### src/rtl/frame_buf_pkg.sv
// Shared frame-buffer definitions: per-buffer ownership encodings and the
// default SDRAM frame geometry used by both the SDRAM controller and the
// frame-buffer manager.
package frame_buf_pkg;

  typedef logic [1:0] buf_state_t;

  localparam buf_state_t BUF_FREE    = 2'd0;
  localparam buf_state_t BUF_WRITING = 2'd1;
  localparam buf_state_t BUF_READY   = 2'd2;
  localparam buf_state_t BUF_READING = 2'd3;

  localparam int unsigned DEF_NUM_BUF     = 3;
  localparam int unsigned DEF_ADDR_W      = 24;
  localparam int unsigned DEF_BUF_SHIFT   = 19;
  localparam int unsigned DEF_FRAME_WORDS = 307200;
  localparam int unsigned DEF_BURST_LEN   = 256;
  localparam int unsigned DEF_CNT_W       = 16;

endpackage

### src/rtl/buf_pick.sv
// Lowest-index FREE buffer picker with an exclusion mask.
module buf_pick #(
  parameter int unsigned NUM_BUF = 3
) (
  input  logic [NUM_BUF-1:0] free_mask,
  input  logic [NUM_BUF-1:0] excl_mask,
  output logic [1:0]         idx,
  output logic               found
);

  // Priority encode the first buffer that is free and not excluded.
  always_comb begin
    idx   = '0;
    found = 1'b0;
    for (int unsigned i = 0; i < NUM_BUF; i++) begin
      if (!found && free_mask[i] && !excl_mask[i]) begin
        idx   = 2'(i);
        found = 1'b1;
      end
    end
  end

endmodule

### src/rtl/frame_buf_mgr.sv
// N-buffer frame-buffer manager: tracks ownership of rotating frame regions
// and generates burst base addresses for the SDRAM write and read engines.
// The reader only ever sees complete frames; stale frames are dropped and
// the last frame is repeated when nothing new is ready.
module frame_buf_mgr
  import frame_buf_pkg::*;
#(
  parameter int unsigned NUM_BUF     = DEF_NUM_BUF,
  parameter int unsigned ADDR_W      = DEF_ADDR_W,
  parameter int unsigned BUF_SHIFT   = DEF_BUF_SHIFT,
  parameter int unsigned FRAME_WORDS = DEF_FRAME_WORDS,
  parameter int unsigned BURST_LEN   = DEF_BURST_LEN,
  parameter int unsigned CNT_W       = DEF_CNT_W
) (
  input  logic              clk,
  input  logic              rst,
  input  logic              wr_sop,
  input  logic              wr_burst_done,
  output logic [ADDR_W-1:0] wr_addr,
  output logic [1:0]        wr_buf,
  output logic              wr_active,
  output logic              wr_frame_done,
  input  logic              rd_sop,
  input  logic              rd_burst_done,
  output logic [ADDR_W-1:0] rd_addr,
  output logic [1:0]        rd_buf,
  output logic              rd_valid,
  output logic [CNT_W-1:0]  drop_cnt,
  output logic [CNT_W-1:0]  repeat_cnt
);

  localparam int unsigned NB = FRAME_WORDS / BURST_LEN;
  localparam int unsigned CW = $clog2(NB + 1);

  buf_state_t buf_st [NUM_BUF];
  buf_state_t st_mid [NUM_BUF];
  buf_state_t st_nxt [NUM_BUF];

  logic [CW-1:0]      wr_cnt;
  logic [CW-1:0]      rd_cnt;
  logic               wr_complete;
  logic               drop_cmp;
  logic               drop_wr;
  logic               rd_take;
  logic [1:0]         rd_take_idx;
  logic [NUM_BUF-1:0] free_mask;
  logic [NUM_BUF-1:0] excl_mask;
  logic [1:0]         pick_idx;
  logic               pick_found;
  logic [1:0]         wr_new_idx;

  function automatic logic [ADDR_W-1:0] region_base(input logic [1:0] idx);
    return ADDR_W'(idx) << BUF_SHIFT;
  endfunction

  // Completion is applied before the reader's claim so a frame finishing this
  // cycle is taken immediately; the free mask already counts the buffer that
  // wr_sop is about to abort.
  always_comb begin
    st_mid      = buf_st;
    drop_cmp    = 1'b0;
    rd_take     = 1'b0;
    rd_take_idx = '0;
    free_mask   = '0;
    excl_mask   = '0;
    wr_complete = wr_active && wr_burst_done && !wr_sop && (wr_cnt == CW'(NB - 1));
    if (wr_complete) begin
      for (int unsigned i = 0; i < NUM_BUF; i++) begin
        if (st_mid[i] == BUF_READY) begin
          st_mid[i] = BUF_FREE;
          drop_cmp  = 1'b1;
        end
        if (2'(i) == wr_buf) st_mid[i] = BUF_READY;
      end
    end
    if (rd_sop) begin
      for (int unsigned i = 0; i < NUM_BUF; i++) begin
        if (st_mid[i] == BUF_READY) begin
          rd_take     = 1'b1;
          rd_take_idx = 2'(i);
        end
      end
    end
    for (int unsigned i = 0; i < NUM_BUF; i++) begin
      if (rd_take) begin
        if (st_mid[i] == BUF_READING) begin
          st_mid[i] = BUF_FREE;
        end else if (st_mid[i] == BUF_READY) begin
          st_mid[i]    = BUF_READING;
          excl_mask[i] = 1'b1;
        end
      end
      free_mask[i] = (st_mid[i] == BUF_FREE) || (wr_sop && st_mid[i] == BUF_WRITING);
    end
  end

  buf_pick #(
    .NUM_BUF(NUM_BUF)
  ) u_buf_pick (
    .free_mask(free_mask),
    .excl_mask(excl_mask),
    .idx      (pick_idx),
    .found    (pick_found)
  );

  // Writer start: abort any frame in flight, then claim a FREE buffer or,
  // failing that, overwrite the READY one.
  always_comb begin
    st_nxt     = st_mid;
    drop_wr    = 1'b0;
    wr_new_idx = pick_idx;
    if (wr_sop) begin
      for (int unsigned i = 0; i < NUM_BUF; i++) begin
        if (st_nxt[i] == BUF_WRITING) begin
          st_nxt[i] = BUF_FREE;
          drop_wr   = 1'b1;
        end
      end
      for (int unsigned i = 0; i < NUM_BUF; i++) begin
        if (pick_found) begin
          if (2'(i) == pick_idx) st_nxt[i] = BUF_WRITING;
        end else if (st_nxt[i] == BUF_READY) begin
          st_nxt[i]  = BUF_WRITING;
          wr_new_idx = 2'(i);
          drop_wr    = 1'b1;
        end
      end
    end
  end

  // Registered ownership, address generation and statistics.
  always_ff @(posedge clk) begin
    if (rst) begin
      for (int unsigned i = 0; i < NUM_BUF; i++) buf_st[i] <= BUF_FREE;
      wr_addr       <= '0;
      wr_buf        <= '0;
      wr_active     <= 1'b0;
      wr_frame_done <= 1'b0;
      wr_cnt        <= '0;
      rd_addr       <= '0;
      rd_buf        <= '0;
      rd_valid      <= 1'b0;
      rd_cnt        <= '0;
      drop_cnt      <= '0;
      repeat_cnt    <= '0;
    end else begin
      buf_st        <= st_nxt;
      wr_frame_done <= wr_complete;
      if (wr_sop) begin
        wr_active <= 1'b1;
        wr_buf    <= wr_new_idx;
        wr_cnt    <= '0;
        wr_addr   <= region_base(wr_new_idx);
      end else if (wr_active && wr_burst_done) begin
        if (wr_complete) begin
          wr_active <= 1'b0;
        end else begin
          wr_cnt  <= wr_cnt + 1'b1;
          wr_addr <= wr_addr + ADDR_W'(BURST_LEN);
        end
      end
      if (rd_sop) begin
        rd_cnt <= '0;
        if (rd_take) begin
          rd_buf   <= rd_take_idx;
          rd_valid <= 1'b1;
          rd_addr  <= region_base(rd_take_idx);
        end else if (rd_valid) begin
          rd_addr <= region_base(rd_buf);
          if (repeat_cnt != '1) repeat_cnt <= repeat_cnt + 1'b1;
        end else begin
          rd_addr <= '0;
          rd_buf  <= '0;
        end
      end else if (rd_burst_done && rd_cnt < CW'(NB)) begin
        rd_cnt  <= rd_cnt + 1'b1;
        rd_addr <= (rd_cnt == CW'(NB - 1)) ? region_base(rd_buf)
                                           : rd_addr + ADDR_W'(BURST_LEN);
      end
      if ((drop_cmp || drop_wr) && drop_cnt != '1) drop_cnt <= drop_cnt + 1'b1;
    end
  end

endmodule

### config.mk
export PLATFORM = sky130hd
export DESIGN_NAME = frame_buf_mgr
export DESIGN_NICKNAME = d
export VERILOG_FILES = /design/src/rtl/frame_buf_pkg.sv /design/src/rtl/buf_pick.sv /design/src/rtl/frame_buf_mgr.sv
export SDC_FILE = /design/constraint.sdc
export NUM_CORES = 1
export LEC_CHECK = 0
export CAP_MARGIN = 20
export CORE_MARGIN = 4
export CORE_UTILIZATION = 50
export DETAILED_ROUTE_END_ITERATION = 16
export PLACE_DENSITY = 0.83
export SYNTH_ARGS = -nofsm -noshare
export SYNTH_HDL_FRONTEND = slang
export SYNTH_SLANG_ARGS = --single-unit
export TNS_END_PERCENT = 20
### constraint.sdc
create_clock -name clk -period 5.2 [get_ports clk]
set_clock_uncertainty 0.05 [all_clocks]
set_input_delay 0.52 -clock clk [delete_from_list [all_inputs] [get_ports clk]]
set_output_delay 0.52 -clock clk [all_outputs]
set_load 0.01 [all_outputs]
==> impl_summary.md, run 1 <==
Detailed routing
The mean routed wirelength per cell is around 15 µm. The per-cell via count in the routed design is 5.75. The total wire length is 13300 µm. The iteration-0 DRC count of the detailed router is just over 400. The number of DRC violations after detailed routing is 0. The remaining number of nets flagged by the antenna check after routing is 0. The via count is ~5000. The first-pass iteration count of the detailed router is 6.

Setup path
STA puts the critical path data arrival time at ~4.8 ns. The critical path in this run is classified as input pin to flip-flop. The endpoint identified for the worst register-to-register timing path is drop_cnt[4]$_SDFFE_PP0P_. For flop-to-flop paths, the worst setup slack is 0.66 ns. The type of element launching the critical path is an input pin.

In this run the critical register-to-register path is launched from wr_cnt[0]$_SDFFE_PP0P_. The launching element of the worst setup path is wr_burst_done. The biggest fanout along the worst timing path is 16. STA classifies the critical path endpoint as a flip-flop. For the worst setup path, the data required time is around 5.4 ns.

The number of cells on the worst reg-to-reg path is 13.

GRT
The first-pass GRT wire length is 22100 µm. The number of global-route vias before repair was 4795. The global-route congestion overflow total is 0. Entering global routing, the biggest net connects 65 pins. The initial antenna violation count is 0. The total routing resource utilization after global routing is 0.203.

Job
The number of maximum-capacitance violations is 0.

Clock tree
The count of hold buffers inserted by post-cts repair is 0. Once the clock tree was built, the setup fixing pass inserted 0 buffers. Once the clock tree was built, the resizer swapped 0 gates to a different size. The TritonCTS buffer count is 9.

CTS built an H-tree with a depth of 3. The number of buffers on the longest clock path is 2. The number of sinks handled by clock tree synthesis is 99. After clock tree synthesis, the clock-pin slew on the worst setup and hold paths is 0.06 ns.

The root cell of the clock tree is clkbuf_16. TritonCTS built the clock tree. The later pin in the worst-skew pair is clocked with a latency of approximately 0.35 ns.

Final layout
In the final layout, the multi-input gates occupy between 0.003 and 0.004 mm². 0 antenna diodes ended up in the layout. The sequential cell area is 0.00198 mm². The final instance count without filler cells is 896. At the end of the flow, the number of nets in the layout was 772. The area added between synthesis and finish is 18.2%. The fill cell total of the finished layout is between 900 and 1000. The fraction of final layout cells with drive strength greater than 1 is 0.0794. The final standard cell utilization of the core is 0.610.

Floorplanning
The initial core utilization is 0.516. The chip height is 114 µm. For this design the top-level I/O count stands at 93. Measured along the x axis, the die boundary spans 114 µm.

The die covers around 0.013 mm². The core footprint is 0.0109 mm². The number of standard-cell rows in the floorplan is 38.

Pwr
For this design the ratio of total power to cell area is about 220 mW/mm². The standby leakage power is 2.37 nW. IR analysis of the VDD net gives a maximum drop of approximately 190 µV.

Logic synthesis
The share of the synthesized area in the top cell type is 0.351. For this run, the register share of the synthesized area comes to 0.351. The count of yosys warnings during synthesis is 0.

The dominant synthesized flop cell is dfxtp_1. Sorting the synthesized cells by how often they occur yields 99 x dfxtp_1, 88 x nor2_1, 63 x nand2_1. Yosys attributes the largest share of cell area to dfxtp_1 35%, nor2_1 5.8%, a21oi_1 4.5%. The top cell type by total area after synthesis is dfxtp_1. Counting every instance in the synthesized netlist gives 686. Counting flops with a built-in enable in the synthesized netlist gives 0. Summing every instance area after synthesis gives about 0.0056 mm². The average cell area after synthesis is 8.23 µm². The most common cell in the synthesized netlist is dfxtp_1. The count of state elements after synthesis is slightly below 100. In the synthesized netlist the async set-or-reset flop fraction comes to 0. The synthesized netlist contains 75 unique library cells.

Worst hold path
In this run the worst hold path is classified as flip-flop to flip-flop. The launch point of the worst hold path is rd_cnt[1]$_SDFFE_PP0P_. The worst hold endpoint is rd_cnt[1]$_SDFFE_PP0P_. The depth of the worst hold-timing path is 2.

Placed design
The final weighted congestion in routability-driven placement is 0.907. The estimated wirelength of the detail-placed design is 9470 µm. Prior to clock tree synthesis, the placed netlist has a worst setup slack of approximately 0.29 ns. Once placement completed, the tool counted placed cells totaling 880.

The count of buffers added on input and output ports is 76.

Timing
The number of slew-limit violations in the final report is 0. Static timing analysis puts the maximum clock frequency at 217 MHz. Across all hold checks on the routed design, the worst slack comes to 0.434 ns. The final period demand of the worst path is 4.60 ns.

The count of final setup violators is 0. In this run the tightest slew margin relative to its limit is 0.435. The post-route worst setup slack is 0.598 ns. The total count of hold-check failures in the final report is 0. Dividing the final minimum period by the clock period gives 0.885.

Setup repair after global routing left no endpoint under its margin. Summed over all failing endpoints, the final setup total negative slack is 0 ns. The actual transition at the worst max-transition pin is 0.845 ns.

Run status
The run finished with clean final reports.
layer usage:
layer | up-vias | GRT usage | part of all wire | routed length (µm)
met5 | - | 0 | 0 | 0
met4 | 0 | 0.0633 | 0.014 | 189
met3 | 18 | 0.0555 | 0.054 | 723
met2 | 148 | 0.349 | 0.49 | 6490
met1 | 2448 | 0.245 | 0.44 | 5920
li1 | 2536 | - | - | -
how the worst max path moves through the flow:
| stage | endpoint | slack, ns |
|---|---|---|
| 2_1_floorplan | drop_cnt[10]$_SDFFE_PP0P_ | 1.12 |
| 3_3_place_gp | drop_cnt[5]$_SDFFE_PP0P_ | 0.49 |
| 5_1_grt | drop_cnt[6]$_SDFFE_PP0P_ | 0.41 |
| 3_5_place_dp | drop_cnt[2]$_SDFFE_PP0P_ | 0.29 |
| 4_1_cts | drop_cnt[2]$_SDFFE_PP0P_ | 0.69 |
| 6_report | drop_cnt[4]$_SDFFE_PP0P_ | 0.60 |
area by class of cell:
cell class                 instances  area share
multi-input combinational        540       0.506
sequential                        99       0.297
timing repair buffer              83       0.121
clock buffer                      12      0.0369
tap                              140      0.0262
inverter                          19      0.0107
clock inverter                     3     0.00225
metrics by stage:
| stage | power [W] | instance area (µm²) |
|---|---|---|
| after floorplan | 0.000858 | 5700 |
| after global routing | 0.00152 | 6680 |
| after CTS | 0.00148 | 6670 |
| final | 0.00147 | 6680 |
| after detailed placement | 0.000873 | 6410 |
| after global placement | 0.000871 | 6410 |
placed cells by master (no fill, tap or decap), types with 19 or more instances in the layout:
cell type	n
a21oi_1	51
nand2_1	63
dfxtp_1	99
clkdlybuf4s50_1	75
nand3_1	29
o21ai_0	34
inv_1	19
nand4_1	25
nor2_1	88
xor2_1	21
cell families (layout without fill, tap and decap cells):
group / count (synthesis) / after routing / share of synthesized area
buf+inv: 62 / 117 / 0.0609
flops: 99 / 99 / 0.351
fa+ha+maj: 14 / 14 / 0.0310
mux: 18 / 18 / 0.0388
xor+xnor: 39 / 39 / 0.0605
simple gates: 314 / 314 / 0.294
compound gates: 139 / 139 / 0.163
other cells: 1 / 16 / 0.000664
state kept, by name (all words and copies together), names as in the netlist:
register and flops:
repeat_cnt 16, rd_buf 2, buf_st 6, wr_cnt 11
rd_addr 16, wr_buf 2, wr_addr 16, drop_cnt 16
wr_frame_done 1, wr_active 1, rd_cnt 11, rd_valid 1
power by group:
group	switching [W]	internal [W]
clock network	0.000276	0.000333
logic	0.0000566	0.0000300
registers	0.00000697	0.000764
critical path: stages:
cell             delay (ns)
clkdlybuf4s50_1        0.51
nand3b_1               0.20
or4_1                  0.67
or3_1                  0.40
nand2_1                0.13
ha_1                   0.36
o31a_2                 0.31
nor2_1                 0.06
a32oi_1                0.43
and2_2                 0.31
o311ai_4               0.28
a21oi_1                0.27
mux2_1                 0.33
Power figures use the tool's default switching activity.
==> run 2: changes to the inputs <==
Settings changed: CAP_MARGIN 20 to 15, CTS_CLUSTER_DIAMETER from default to 30.
==> results of run 2 <==
No change in the layout: final DEF, timing and power equal those of run 1.
==> run 3: changes to the inputs <==
Settings changed: ABC_CLOCK_PERIOD_IN_PS from default to 5200.
==> results of run 3 <==
No change in the layout: final DEF, timing and power equal those of run 1.
==> RTL change 1, RTL diff (flow settings as in run 3) <==
`DEF_NUM_BUF`: 3 -> 2.
--- a/src/rtl/frame_buf_pkg.sv
+++ b/src/rtl/frame_buf_pkg.sv
@@ -11,5 +11,5 @@
   localparam buf_state_t BUF_READING = 2'd3;
 
-  localparam int unsigned DEF_NUM_BUF     = 3;
+  localparam int unsigned DEF_NUM_BUF     = 2;
   localparam int unsigned DEF_ADDR_W      = 24;
   localparam int unsigned DEF_BUF_SHIFT   = 19;
Check against the original RTL: same outputs for any inputs over 4 cycles, from zero or initial values and one cycle with rst high; that may be too few to reach the edited logic, so the function may still have changed.
==> RTL change 1 against run 3 <==
Power is 10% lower. Non-clock buffer count is 3 lower. Highest routed layer unchanged. Synthesized area is 12% lower. Die area is 11% lower. Design area is 11% lower. Worst setup slack better by 0.35 ns. Critical path depth is 1 higher. Sequential cell count is 4 lower. Routed wire length is 14% lower.
==> RTL change 1: results (changes against run 3) <==
| Metric | Value |
|---|---|
| Overall routing resource usage | 19.72% (-0.53 points) |
| LEAKAGE | 2.020 nW (-15%) |
| Seq/Total Area, Yosys | 38.08% (+3.0 points) |
| Global-route wire length before repair | 19.13 mm (-13%) |
| Port Buffer Count | 74 (-2.6%) |
| Drt total wl | 11.43 mm (-14%) |
| Worst hold slack | 0.4330 ns (-0.0006550 ns) |
| First-pass DRT Iterations | 5 (-1) |
| Adder-cell share of the synthesized area | 3.006% (-0.096 points) |
| Capture point of the worst path | drop_cnt[7]$_SDFFE_PP0P_ |
| Largest net degree at the start of global routing | 37 (-43%) |
| Met1 Resource Use GR | 24.05% (-0.48 points) |
| Top Family by Delay on Critical Path | compound AO/OA/AOI/OAI gates |
| Met2 GRT Util | 34.55% (-0.35 points) |
| CTS clk-pin slew, worst paths | 0.10 ns (+0.04 ns) |
| Compound-Gate Fraction of Synth Area | 15.06% (-1.2 points) |
| Metal2 WL | 5.647 mm (-13%) |
| Hold endpoint | rd_addr[23]$_SDFFE_PP0P_ |
| CP Class | reg -> reg |
| Critical path's largest stage delay | 0.59 ns (-0.08 ns) |
| Worst Hold Launch | rd_addr[23]$_SDFFE_PP0P_ |
| R2r worst-path depth | 14 (+1) |
| Maximum VDD drop | 0.0001649 V (-12%) |
| Post-DR vias/cell | 5.538 (-3.6%) |
| Placed Area | 0.005766 mm² (-10%) |
| Filler cells | 842 (-13%) |
| DPL Wire Length | 8.237 mm (-13%) |
| Layout cells sized above 1 | 5.286% (-2.7 points) |
| Clk root buf | clkbuf_8 |
| Post-synthesis xor/xnor area fraction | 7.365% (+1.3 points) |
| Vias in the first global route | 4236 (-12%) |
| Met1 WL | 5.135 mm (-13%) |
| Final GP Congestion | 0.9750 (+7.5%) |
| Synth cell types | 65 (-13%) |
| Routing usage on met3 | 3.522% (-2.0 points) |
| 1st-iter DRT viols | 220 (-45%) |
| DR WL met3 | 456 µm (-37%) |
| Relative slew slack | 52.77% (+9.2 points) |
| Mux contribution to synthesized area | 0.8768% (-3.0 points) |
| Outcome | finished, final reports clean |
| Synth cell count leaders | dfxtp_1, nor2_1, nand2_1 |
## RTL change 1: cell types whose count changed in the layout (fill, tap and decap cells not counted), moves of 8 or more
cell,delta
clkbuf_16,-9
clkbuf_8,+9
nand2_1,-9
o21ai_0,-8
o31ai_1,+10
or4_1,+9
xor2_1,+10
## RTL change 1: area by class of cell
type | count | area share [%]
Clock buffer | 11 | 2.367
Sequential cell | 95 | 31.85
Inverter | 16 | 1.006
Multi-Input combinational cell | 474 | 47.87
Clock inverter | 5 | 0.9638
Tap cell | 133 | 2.787
Timing Repair Buffer | 80 | 13.16
## RTL change 1: power by group
part	switching (mW)	internal, mW
Sequential	0.00748	0.733
Combinational	0.0555	0.0307
Clock	0.255	0.235
## RTL change 1: metrics by stage
stage	setup WS, ns	power (mW)	util [%]	instances
CTS	0.9974	1.325	61.30	813
global route	0.6156	1.368	61.38	814
floorplan	1.382	0.8282	-	626
finish	0.9522	1.316	61.38	814
detailed placement	0.7126	0.8415	59.26	797
global placement	0.7796	0.8397	59.26	797
==> RTL change 2, RTL diff (config.mk and constraints of run 3) <==
Made on the original files. Reset style: asynchronous (`rst`), changed in one clocked block.
--- a/src/rtl/frame_buf_mgr.sv
+++ b/src/rtl/frame_buf_mgr.sv
@@ -130,5 +130,5 @@
 
   // Registered ownership, address generation and statistics.
-  always_ff @(posedge clk) begin
+  always_ff @(posedge clk or posedge rst) begin
     if (rst) begin
       for (int unsigned i = 0; i < NUM_BUF; i++) buf_st[i] <= BUF_FREE;
Check against the original RTL: differs if rst is asserted again (counterexample within 4 cycles, from zero or initial values and one cycle with rst high); with rst held inactive, the same outputs for 10 cycles.
==> RTL change 2 against run 3 <==
Final cell count down 8.0%. Sequential cell count unchanged. Routed wire length down 1.7%. Worst setup slack better by 0.34 ns. Critical path depth down 1. Synthesized area down 0.51%. Design area up 1.8%.
Power is not compared: it rests on default switching activity, and its combinational part moved more than twofold at a synthesized area within 25%.
==> RTL change 2: results (changes against run 3) <==
| Metric | Value |
|---|---|
| Outcome | finished, final reports clean |
| Post-Place Cells | 808 (-8.2%) |
| TritonCTS Buffers | 9 (unchanged) |
| Final non-filler cell total | 824 (-8.0%) |
| Post-Synthesis Cells | 602 (-12%) |
| Global-route wire length before repair | 22.36 mm (+1.3%) |
| Layout cells sized above 1 | 5.994% (-1.9 points) |
| Synth cell count leaders | dfrtp_1, nand2_1, nor2_1 |
| Largest net degree at the start of global routing | 64 (-1.5%) |
| Crit path max-delay cell type | nor3b_1 |
| CP Data Arrival Time | 4.44 ns (-0.34 ns) |
| 1st-iter DRT viols | 372 (-7.7%) |
| Synth cell types | 68 (-9.3%) |
| Final GP Congestion | 0.9215 (+1.6%) |
| Relative slew slack | 35.01% (-8.5 points) |
| Drt total wl | 13.10 mm (-1.7%) |
| Critical path peak fanout | 15 (-1) |
| Seq/Total Area, Yosys | 44.10% (+9.0 points) |
| Filler cells | 919 (-5.4%) |
| Fraction of registers with async set/reset | 100.0% (+100 points) |
| Overall routing resource usage | 20.75% (+0.49 points) |
| Final #Nets | 699 (-9.5%) |
| Maximum VDD drop | 0.0001587 V |
| DPL Wire Length | 9.338 mm (-1.4%) |
| Vias | 4726 (-8.2%) |
| LEAKAGE | roughly 2.9 nW |
| Top cells by area, synth | dfrtp_1, xor2_1, nand2_1 |
| Critical path's largest stage delay | 0.50 ns (-0.17 ns) |
| Main synth FF type | dfrtp_1 |
==> RTL change 2: final timing paths <==
path	startpoint	endpoint	slack, ns	cells past startpoint
min in group asynchronous	rst	rd_addr[11]$_DFFE_PP0P_	0.63	2
worst max register to register	wr_cnt[6]$_DFFE_PP0P_	drop_cnt[12]$_DFFE_PP0P_	0.94	12
worst max-delay path	wr_cnt[6]$_DFFE_PP0P_	drop_cnt[12]$_DFFE_PP0P_	0.94	12
worst min register to register	drop_cnt[4]$_DFFE_PP0P_	drop_cnt[4]$_DFFE_PP0P_	0.45	1
max in group asynchronous	rst	wr_addr[9]$_DFFE_PP0P_	3.51	3
worst min-delay path	drop_cnt[4]$_DFFE_PP0P_	drop_cnt[4]$_DFFE_PP0P_	0.45	1
==> RTL change 2: cells by family after synthesis <==
logic type | Yosys count | synth area share (%)
AND/OR/NAND/NOR | 274 | 25.95
buffers and inverters | 48 | 4.432
AO/OA/AOI/OAI | 101 | 11.94
other | 1 | 0.06675
flip-flops | 99 | 44.10
XOR/XNOR | 57 | 8.886
multiplexers | 8 | 1.514
adder cells (fa/ha/maj) | 14 | 3.118
==> RTL change 2: layer usage <==
metal,up-vias,track usage (%),share of wire [%]
met5,-,0,0
met4,0,6.334,1.2
met3,17,4.350,5.9
met2,156,34.31,49
met1,2300,27.47,44
li1,2253,-,-
==> RTL change 2: layout make-up <==
cell class,count,share of cell area (%)
multi-input combinational,470,43.51
sequential,99,36.44
timing repair buffer,82,11.85
clock buffer,13,3.976
tap,140,2.577
inverter,17,0.9755
clock inverter,3,0.6626
==> RTL change 2: critical path: cells and delay by family, from the launching register on <==
family / cells / cell delay (ns)
adder cells (fa/ha/maj): 1 / 0.29
flip-flops: 1 / 0.46
AND/OR/NAND/NOR: 4 / 1.23
AO/OA/AOI/OAI: 6 / 1.75
multiplexers: 1 / 0.35
==> RTL change 2: through the flow <==
| stage | worst slack (ns) | hold WS, ns | power (mW) | instance area, µm² |
|---|---|---|---|---|
| after CTS | 0.9814 | 0.4492 | 2.052 | 6798 |
| after detailed placement | 0.6608 | 0.4339 | 1.348 | 6482 |
| after global placement | 0.7529 | 0.4293 | 1.335 | 6482 |
| after floorplan | 1.488 | 0.4650 | 1.192 | 5674 |
| after global routing | 0.5844 | 0.4620 | 2.144 | 6798 |
| final | 0.9357 | 0.4484 | 2.042 | 6798 |
==> RTL change 2: where the power goes <==
part | internal (mW) | switching (mW)
Combinational | 0.195 | 0.245
Sequential | 0.824 | 0.0805
Clock | 0.413 | 0.285
